[src/rtl/fetch_stage.sv]
// Instruction fetch stage: PC register with redirect/stall priority and the
// IF/ID pipeline register that feeds decode, including bubble insertion.
module fetch_stage #(
  parameter logic [31:0] RESET_PC  = 32'h0000_0000,
  parameter logic [31:0] NOP_INSTR = 32'h0000_0013
) (
  input  logic        clk,
  input  logic        rst,
  input  logic        StallF,
  input  logic        StallD,
  input  logic        FlushD,
  input  logic        PCSrcE,
  input  logic [31:0] PCTargetE,
  input  logic        ImemReady,
  input  logic [31:0] InstrF,
  output logic [31:0] PCF,
  output logic [31:0] InstrD,
  output logic [31:0] PCD,
  output logic [31:0] PCPlus4D,
  output logic        ValidD
);

  localparam logic [31:0] ALIGN_MASK = 32'hFFFF_FFFC;

  logic [31:0] r_pcf;
  logic [31:0] r_instr_d;
  logic [31:0] r_pc_d;
  logic [31:0] r_pcplus4_d;
  logic        r_valid_d;

  logic [31:0] w_pcplus4f;
  logic [31:0] w_pc_next;

  // Wraps naturally at 2^32; every PC source is word aligned.
  assign w_pcplus4f = r_pcf + 32'd4;

  always_comb begin
    w_pc_next = r_pcf;
    if (PCSrcE)
      w_pc_next = PCTargetE & ALIGN_MASK;
    else if (!StallF && ImemReady)
      w_pc_next = w_pcplus4f;
  end

  // ---- IF stage: program counter ----
  always_ff @(posedge clk or posedge rst) begin
    if (rst)
      r_pcf <= RESET_PC & ALIGN_MASK;
    else
      r_pcf <= w_pc_next;
  end

  // ---- IF/ID boundary: flush beats stall, missing fetch becomes a bubble ----
  always_ff @(posedge clk or posedge rst) begin
    if (rst) begin
      r_instr_d   <= NOP_INSTR;
      r_pc_d      <= '0;
      r_pcplus4_d <= '0;
      r_valid_d   <= 1'b0;
    end else if (FlushD || (!StallD && !ImemReady)) begin
      r_instr_d   <= NOP_INSTR;
      r_pc_d      <= '0;
      r_pcplus4_d <= '0;
      r_valid_d   <= 1'b0;
    end else if (!StallD) begin
      r_instr_d   <= InstrF;
      r_pc_d      <= r_pcf;
      r_pcplus4_d <= w_pcplus4f;
      r_valid_d   <= 1'b1;
    end
  end

  assign PCF      = r_pcf;
  assign InstrD   = r_instr_d;
  assign PCD      = r_pc_d;
  assign PCPlus4D = r_pcplus4_d;
  assign ValidD   = r_valid_d;

endmodule

[config.mk]
export PLATFORM = sky130hd
export DESIGN_NAME = fetch_stage
export DESIGN_NICKNAME = d
export VERILOG_FILES = /design/src/rtl/fetch_stage.sv
export SDC_FILE = /design/constraint.sdc
export NUM_CORES = 1
export LEC_CHECK = 0
export ABC_AREA = 1
export ABC_CLOCK_PERIOD_IN_PS = 4900
export CORE_MARGIN = 2
export CORE_UTILIZATION = 45
export DETAILED_ROUTE_END_ITERATION = 8
export GPL_ROUTABILITY_DRIVEN = 0
export GPL_TIMING_DRIVEN = 0
export MAX_ROUTING_LAYER = met4
export PLACE_DENSITY = 0.8
export SLEW_MARGIN = 0
export SYNTH_ARGS = -nofsm -noshare
export SYNTH_HDL_FRONTEND = slang
export SYNTH_SLANG_ARGS = --single-unit
[constraint.sdc]
create_clock -name clk -period 4.9 [get_ports clk]
set_clock_uncertainty 0.05 [all_clocks]
set_input_delay 0.98 -clock clk [delete_from_list [all_inputs] [get_ports clk]]
set_output_delay 0.98 -clock clk [all_outputs]
set_load 0.02 [all_outputs]
; ---- Yosys cells after proc, flatten, opt, wreduce, memory -nomap -nowiden
; Index checks and enable logic that the tools add are counted.
[totals]
ff_bits = 129
in_bits = 71
output_inout_bits = 129
elab_cells = 24
[op_classes]
addsub = 1
eq_ne = 1
mux = 10
reduce_logical = 7
[ops]
columns = operator, n
row1 = 32-bit two-way mux, 8
row2 = 32-bit by 3-bit adder with 32-bit output (second input constant), 1
row3 = 1-bit logical NOT, 3
row4 = 1-bit logical AND, 2
row5 = 1-bit two-way mux, 2
row6 = 2-bit by 1-bit != test with 1-bit output (second input constant), 1
row7 = 2-bit nonzero test, 1
row8 = 1-bit logical OR, 1

; ---- Depth between registers and ports, before layout
[depth]
depth_word = 4
depth_mapped = 10
ltp_nobuf = 10

; ---- Least setup slack after synthesis
; Ideal clock, no wire load.
[synth_timing]
kind = in2reg
start = input FlushD
end = register r_pc_d[2], in the netlist PCD[2]
setup_time_ps = 76
arrival_time_ps = 1872
required_ps = 4774
slack_ps = 2902
path_stages = 6
n_path_buf = 2
cell_sequence = o21bai_2 -> nor2_2 -> inv_2 -> buf_4 -> buf_6 -> o21ai_1
[synth_between]
elab_chain_cells = 2
elab_cells_between_ends = 3
cone_classes = eq/ne: 1 / mux: 1 / reduce/logical: 1
[synth_rtl]
columns = item, line_no
row1 = "start, declared", 11  ; input logic FlushD,
row2 = 1-bit logical OR (*), 60  ; end else if (FlushD || (!StallD && !ImemReady)) begin
row3 = 2-bit by 1-bit != test with 1-bit output (no line) or 32-bit two-way mux (tied branches), -
row4 = "end signal, assigned", 67  ; r_pc_d <= r_pcf;
row5 = "end, declared", 27  ; logic [31:0] r_pc_d;
; Every way passes the cells marked *; elsewhere a longest branch is shown, timed or not.
; A chain may end at the register's enable or synchronous reset.

; ---- Final worst setup path
[layout_timing]
start = register r_pcf[17], in the netlist PCF[17]
end = output PCF[17]
[layout_lines]
columns = item, line_no
row1 = "start, declared", 25  ; logic [31:0] r_pcf;
row2 = "start signal, assigned", 48  ; r_pcf <= RESET_PC & ALIGN_MASK;
row3 = "start signal, assigned", 50  ; r_pcf <= w_pc_next;
row4 = "end, declared", 16  ; output logic [31:0] PCF,
; No word-level cell between the ends.

==> impl_metrics.tcl <==
set metrics [dict create \
    outcome "completed" \
    end_kind "output port" \
    crit_path_start "PCF[17]" \
    finalHoldViolCount 0 \
    p_seq_share_pct 40.0 \
    async_flop_share_pct 100 \
    p_clk_share_pct 41.9 \
    postCtsSetupBuffers 0 \
    ant_nets 0 \
    intPower_mw 2.09 \
    path_max_fanout 5 \
    cts_sinks 123 \
    clock_path_buffers 2 \
    core_area_mm2 0.0126 \
    synth_top_family_by_area "simple AND/OR/NAND/NOR gates" \
    dpl.hpwl_um 12600 \
    sw_frac_of_total_pct 27.6 \
    dr.pass1.iters 8 \
    portBuffers 191 \
    cts_buffers 17 \
    final_common_cell "nand2_1" \
    layout-drive-gt1-share_pct 10.0 \
    num-fill-cells 1022 \
    syn2layout_area_growth_pct 47.7 \
    synthCells 667 \
    power_switching_mw 0.796 \
    post_drt_via_cell_ratio 4.89 \
    yosys.area_share.adder_pct 0.217 \
    synth_xor_area_share_pct 2.37 \
    required_ns 3.87 \
    path_clk_slew_ns 0.05 \
    cts_root_buf "clkbuf_16" \
    slowest_delay_ns 0.70 \
    peakVddDrop_v 0.000223 \
    cp.arrival_ns 1.59 \
    initial_core_util_pct 45.8 \
    power_per_cell_area_mw_per_mm2 339 \
    worst_pin_slew_ns 0.659 \
    grt_pass1_vias 5152 \
    final_cell_mix "259 x nand2_1, 191 x clkdlybuf4s50_1, 120 x dfrtp_1" \
    synth_compound_area_share_pct 12.4 \
    hp-class "flop to flop" \
    synth_area_per_cell_um2 8.63 \
    ys.flop_type "dfrtp_1" \
    slew_headroom_pct 56.1 \
    finalMaxSlewViolations 0 \
    rows 41 \
    routed_wirelength_um 17300 \
    grt_max_degree 89 \
    p_leak_nw 4.05 \
    whs_ns 0.427 \
    path_cells "clkdlybuf4s50_1" \
    cp_num_buf_inv 1 \
    post_drt_wl_per_cell_um 16.2 \
    combPwrFrac_pct 18.1 \
    rsz0062_at_grt "no" \
    cts_htree_levels 4 \
    critPathKind "flop to output port" \
    power_mw 2.88 \
    post-route-period-util_pct 53.6 \
    synth-simple-area-share_pct 24.4 \
    die_area_mm2 0.0137 \
    cts_hold_buf 0 \
    yosysSeqAreaShare_pct 53.5 \
    vias 5221 \
    overflow 0 \
    synthMuxAreaShare_pct 0 \
    period_minus_slack_ns 2.62 \
    clock_latency_ns 0.41 \
    antennaDiodeCount 0 \
    syn_area_mm2 0.00576 \
    start_kind "flop" \
    setup_viol 0 \
    r2r_start "PCF[2]" \
    holdCritStartpoint "PCPlus4D[9]" \
    drtIter0Drc 392 \
    ys_types 33 \
    dieHeight_um 117 \
    critical_path.slowest_cell "clkdlybuf4s50_1" \
    synth-edff-count 0 \
    maxCapViolCount 0 \
    fin_nets 955 \
    cts_tree "yes" \
    multi_input_area_mm2 0.00229 \
    critPathTopFamily "buffers and inverters" \
    ys_warn_count 0 \
    drc 0 \
    grt_pass1_wl_um 26900 \
    top_level_ports 200 \
    cts.repair.resized 0 \
    regArea_mm2 0.00308 \
    ys_seq_elements 123 \
    max_freq_mhz 381 \
    antenna_found_initial 0 \
    die_x_um 117 \
    gr-usage-all-layers_pct 27.2 \
    fin_util_pct 67.7 \
]
[stage by stage]
| step | worst slack (ns) | setup TNS (ns) | cell area, um2 | instances |
|---|---|---|---|---|
| floorplan | 0.604 | 0 | 5780 | 672 |
| global placement | -1.18 | -140.30 | 7900 | 1035 |
| detailed placement | 2.03 | 0 | 7940 | 1036 |
| CTS | 2.27 | 0 | 8500 | 1068 |
| global route | 2.25 | 0 | 8500 | 1068 |
| finish | 2.28 | 0 | 8500 | 1068 |
[flip-flops by register name (all words and copies together), names as in the netlist]
register	cells
InstrD	32
PCD	30
PCF	30
PCPlus4D	30
ValidD	1
[routing by layer]
layer / global-route usage, % / routed length [um] / share of wire, % / up-vias
met5: - / 0 / 0 / -
li1: - / - / - / 2538
met3: 5.25 / 950 / 5.5 / 25
met4: 9.65 / 368 / 2.1 / 0
met2: 42.1 / 8280 / 48 / 186
met1: 35.9 / 7690 / 44 / 2472
[synth_stat cells (3+ instances only)]
library cell  count  area share, %
nor2_2            5           0.54
dfstp_2           3            1.4
buf_4             7           0.91
clkbuf_1         15           0.98
nand3_1          18            1.6
nand2_2           4           0.43
nand2_1         259             17
inv_1            58            3.8
o21ai_0          50            4.3
o211ai_1          5           0.65
o22a_1            3           0.46
buf_2             7           0.61
nor2_8            3            1.0
xor2_1            8            1.2
inv_2             7           0.46
a22o_1           31            4.7
xor2_2            3           0.85
nor2_4            7            1.4
nor2_1           28            1.8
o21ai_2           9            1.4
dfrtp_1         120             52
[area by class of cell]
class | instances | area share [%]
Tap cell | 172 | 2.53
Clock inverter | 9 | 1.18
Multi-Input combinational cell | 453 | 27.0
Clock buffer | 23 | 5.50
Inverter | 65 | 2.93
Timing Repair Buffer | 192 | 22.8
Sequential cell | 123 | 36.2
Buffer | 31 | 1.87
[cell families after synthesis]
kind of cell / after synthesis
AO/OA/AOI/OAI: 104
AND/OR/NAND/NOR: 329
buffers and inverters: 96
flip-flops: 123
other: 1
XOR/XNOR: 13
adder cells (fa/ha/maj): 1
[power groups by stage]
stage | combinational, mW | sequential [mW] | clock [mW]
6_report | 0.522 | 1.15 | 1.21
5_1_grt | 0.564 | 1.16 | 1.27
4_1_cts | 0.525 | 1.15 | 1.21
3_5_place_dp | 0.520 | 1.17 | 0
3_3_place_gp | 0.513 | 1.17 | 0
2_1_floorplan | 0.180 | 1.24 | 0
[worst reg2reg max path, stage by stage, from the launching register on]
cell and delay (ns):
dfrtp_1 0.44, ha_1 0.24, nand2_2 0.09, nor2_4 0.20
nand2_4 0.13, nor2_8 0.19, nand2_1 0.07, nand2_1 0.07
nand2_1 0.09, nand2_1 0.08, nand2_1 0.06
[final timing paths]
path / slack (ns) / cells after the start / to
setup / recovery: 2.28 / 1 / PCF[17]
hold reg to reg: 0.43 / 2 / PCPlus4D[9]
hold / removal: 0.43 / 2 / PCPlus4D[9]
setup reg to reg: 3.09 / 10 / PCPlus4D[26]
min in group asynchronous: 0.88 / 2 / PCF[18]
max in group asynchronous: 3.16 / 3 / PCF[24]
No activity file was read; power rests on OpenSTA's default activity.
==> RTL edit (config.mk and constraints unchanged) <==
Reset style: synchronous (`rst`), changed in 2 clocked blocks.
--- a/src/rtl/fetch_stage.sv
+++ b/src/rtl/fetch_stage.sv
@@ -44,5 +44,5 @@
 
   // ---- IF stage: program counter ----
-  always_ff @(posedge clk or posedge rst) begin
+  always_ff @(posedge clk) begin
     if (rst)
       r_pcf <= RESET_PC & ALIGN_MASK;
@@ -52,5 +52,5 @@
 
   // ---- IF/ID boundary: flush beats stall, missing fetch becomes a bubble ----
-  always_ff @(posedge clk or posedge rst) begin
+  always_ff @(posedge clk) begin
     if (rst) begin
       r_instr_d   <= NOP_INSTR;
Behaviour: differs if rst is asserted again (counterexample within 4 cycles, from zero or initial values and one cycle with rst high); with rst held inactive, the same outputs for 10 cycles.
==> RTL edit against the unedited design <==
Area after synthesis shrank 6.1%. Combinational power fell by 35%. Utilization rose by 0.35 points. Via count grew 12%. Wire length is 2.4% higher. Sequential cell count unchanged. Sequential power decreased by 7%. Synthesized cell count is 19% higher. Non-clock buffer count increased by 13. Cell area down 5.1%. Sequential share of layout area is 5.7 points lower. Power fell by 10%. Count of clock-buffer cells in the layout fell by 2. Worst setup slack worse by 0.018 ns. Highest routed layer unchanged.
==> RTL edit: results (changes against the unedited design) <==
- Run status: finished clean
- Clk_lat worst skew: 0.42 ns
- CP max-delay cell: clkdlybuf4s50_1
- Largest net degree at the start of global routing: 17 (-81%)
- R2r endpoint: PCF[18]
- Ys Warns: 0 (unchanged)
- Worst R2R Setup Slack: 3.02 ns (-0.07 ns)
- CP peak stage delay: 0.67 ns (-0.03 ns)
- Worst reg-to-reg path cell count: 8 (-2)
- Min-Delay Endpoint: PCD[10]
- Ys async rst share: 0 (-1.00)
- RR Startpoint: PCF[2]
- Clock Tree Root: clkbuf_16
- Post-cts sizing count: 0 (unchanged)
- GR Util All Layers: 0.280 (+0.00873)
- Hold Crit Start: PCD[10]
- Seq/Total Area, Yosys: 0.455 (-0.0800)
- Post-DP HPWL: 13,200 um (+4.3%)
- Initial antenna violation count: 0 (unchanged)
- Detailed Route Iter0 Violations: 557 (+42%)
- HP Class: flop to flop
- Via count: 5,873 (+12%)
- Headroom to the max-slew limit: 0.556 (-0.00509)
- Netlist cell types: 28 (-15%)
- Drt first pass iters: 6 (-2)
- Layout Nets: 1,081 (+13%)
- P_leak: 3.26 nW (-20%)
- # Post-CTS Setup Buffers: 0 (unchanged)
- Wire per inst: 15.2 um (-6.3%)
- Worst VDD drop: 0.000182 V (-19%)
- Crit path max fanout: 6 (+1)
- CTS Buf Count: 17 (unchanged)
- Vias in the first global route: 5,276 (+2.4%)
- WP data arrival: 1.61 ns (+0.02 ns)
- Post-synth top flop: dfxtp_1
- Synth top area cells: dfxtp_1 (46%), nand2_1 (16%), nor2_1 (8.1%)
- Setup tns final: 0 ns (unchanged)
- Largest register FFs: 32 (unchanged)
- Layout fillers: 1,028 (+0.59%)
- Global-route wire length before repair: 27,300 um (+1.3%)
- Hold-critical path depth: 2 (unchanged)
- CP top delay family: buffers and inverters
- Layout cells sized above 1: 0.0539 (-0.0466)
- H-tree depth: 4 (unchanged)
- Worst hold margin: 0.411 ns (-0.0156 ns)
- Top cells by count, synth: nand2_1 (231), dfxtp_1 (123), nor2_1 (117), a21oi_1 (80), inv_1 (74)
- IO buf count: 190 (-0.52%)
## RTL edit: changes by cell type after synthesis, sizes merged, moves of 4 or more
cell    change
a22o       -28
nand3       +5
o21ai      -15
inv        +11
a31oi      +11
nor2       +83
dfxtp     +123
a21oi      +80
dfrtp     -120
a21o        +4
clkbuf     +16
nand2      -29
## RTL edit: logic make-up (layout without fill, tap and decap cells)
| family | after synthesis | after routing | share of synthesized area |
|---|---|---|---|
| and+or+nand+nor | 390 | 390 | 0.290 |
| AOI/OAI and AO/OA | 145 | 145 | 0.142 |
| DFF | 123 | 123 | 0.455 |
| buffers and inverters | 122 | 343 | 0.0895 |
| xor gates and xnor gates | 13 | 13 | 0.0211 |
| adders and majority gates | 1 | 1 | 0.00231 |
| other | 1 | 6 | 0.000693 |
## RTL edit: per-stage QoR
step / cell area, um^2 / utilization / power, mW / setup WS (ns) / instances
2_1_floorplan: 5430 / - / 1.25 / 2.88 / 800
3_3_place_gp: 7510 / 0.633 / 1.42 / 2.15 / 1137
3_5_place_dp: 7510 / 0.633 / 1.42 / 2.10 / 1137
4_1_cts: 8070 / 0.680 / 2.58 / 2.26 / 1168
5_1_grt: 8070 / 0.680 / 2.66 / 2.23 / 1168
6_report: 8070 / 0.680 / 2.58 / 2.26 / 1168
## RTL edit: power breakdown
group	total [mW]	switching [mW]	internal, mW
Sequential	1.07	0.0337	1.03
Clock	1.18	0.456	0.720
Combinational	0.338	0.189	0.150
Total	2.58	0.678	1.90
## RTL edit: cell type report
cell class | instances | area [um^2] | area share
clock inverters | 10 | 93.8 | 0.0116
plain buffers | 46 | 199 | 0.0247
well taps | 147 | 184 | 0.0228
inverters | 76 | 285 | 0.0354
clock buffers | 21 | 460 | 0.0571
multi-input cells | 555 | 2480 | 0.308
flip-flops and latches | 123 | 2460 | 0.305
repair buffers | 190 | 1900 | 0.236
## RTL edit: per-layer routing
metal  wire (um)  GRT usage
met1        7290      0.355
met3        1550     0.0632
met4         389      0.102
met5           0          -
met2        8480      0.441
## RTL edit: worst max path at each step
stage,startpoint,endpoint,slack [ns],depth (start not counted)
2_1_floorplan,StallD,PCPlus4D[25],2.88,7
3_3_place_gp,PCSrcE,PCF[4],2.15,7
3_5_place_dp,StallF,PCF[6],2.10,8
4_1_cts,PCF[13],PCF[13],2.26,1
5_1_grt,PCF[13],PCF[13],2.23,1
6_report,PCF[11],PCF[11],2.26,1
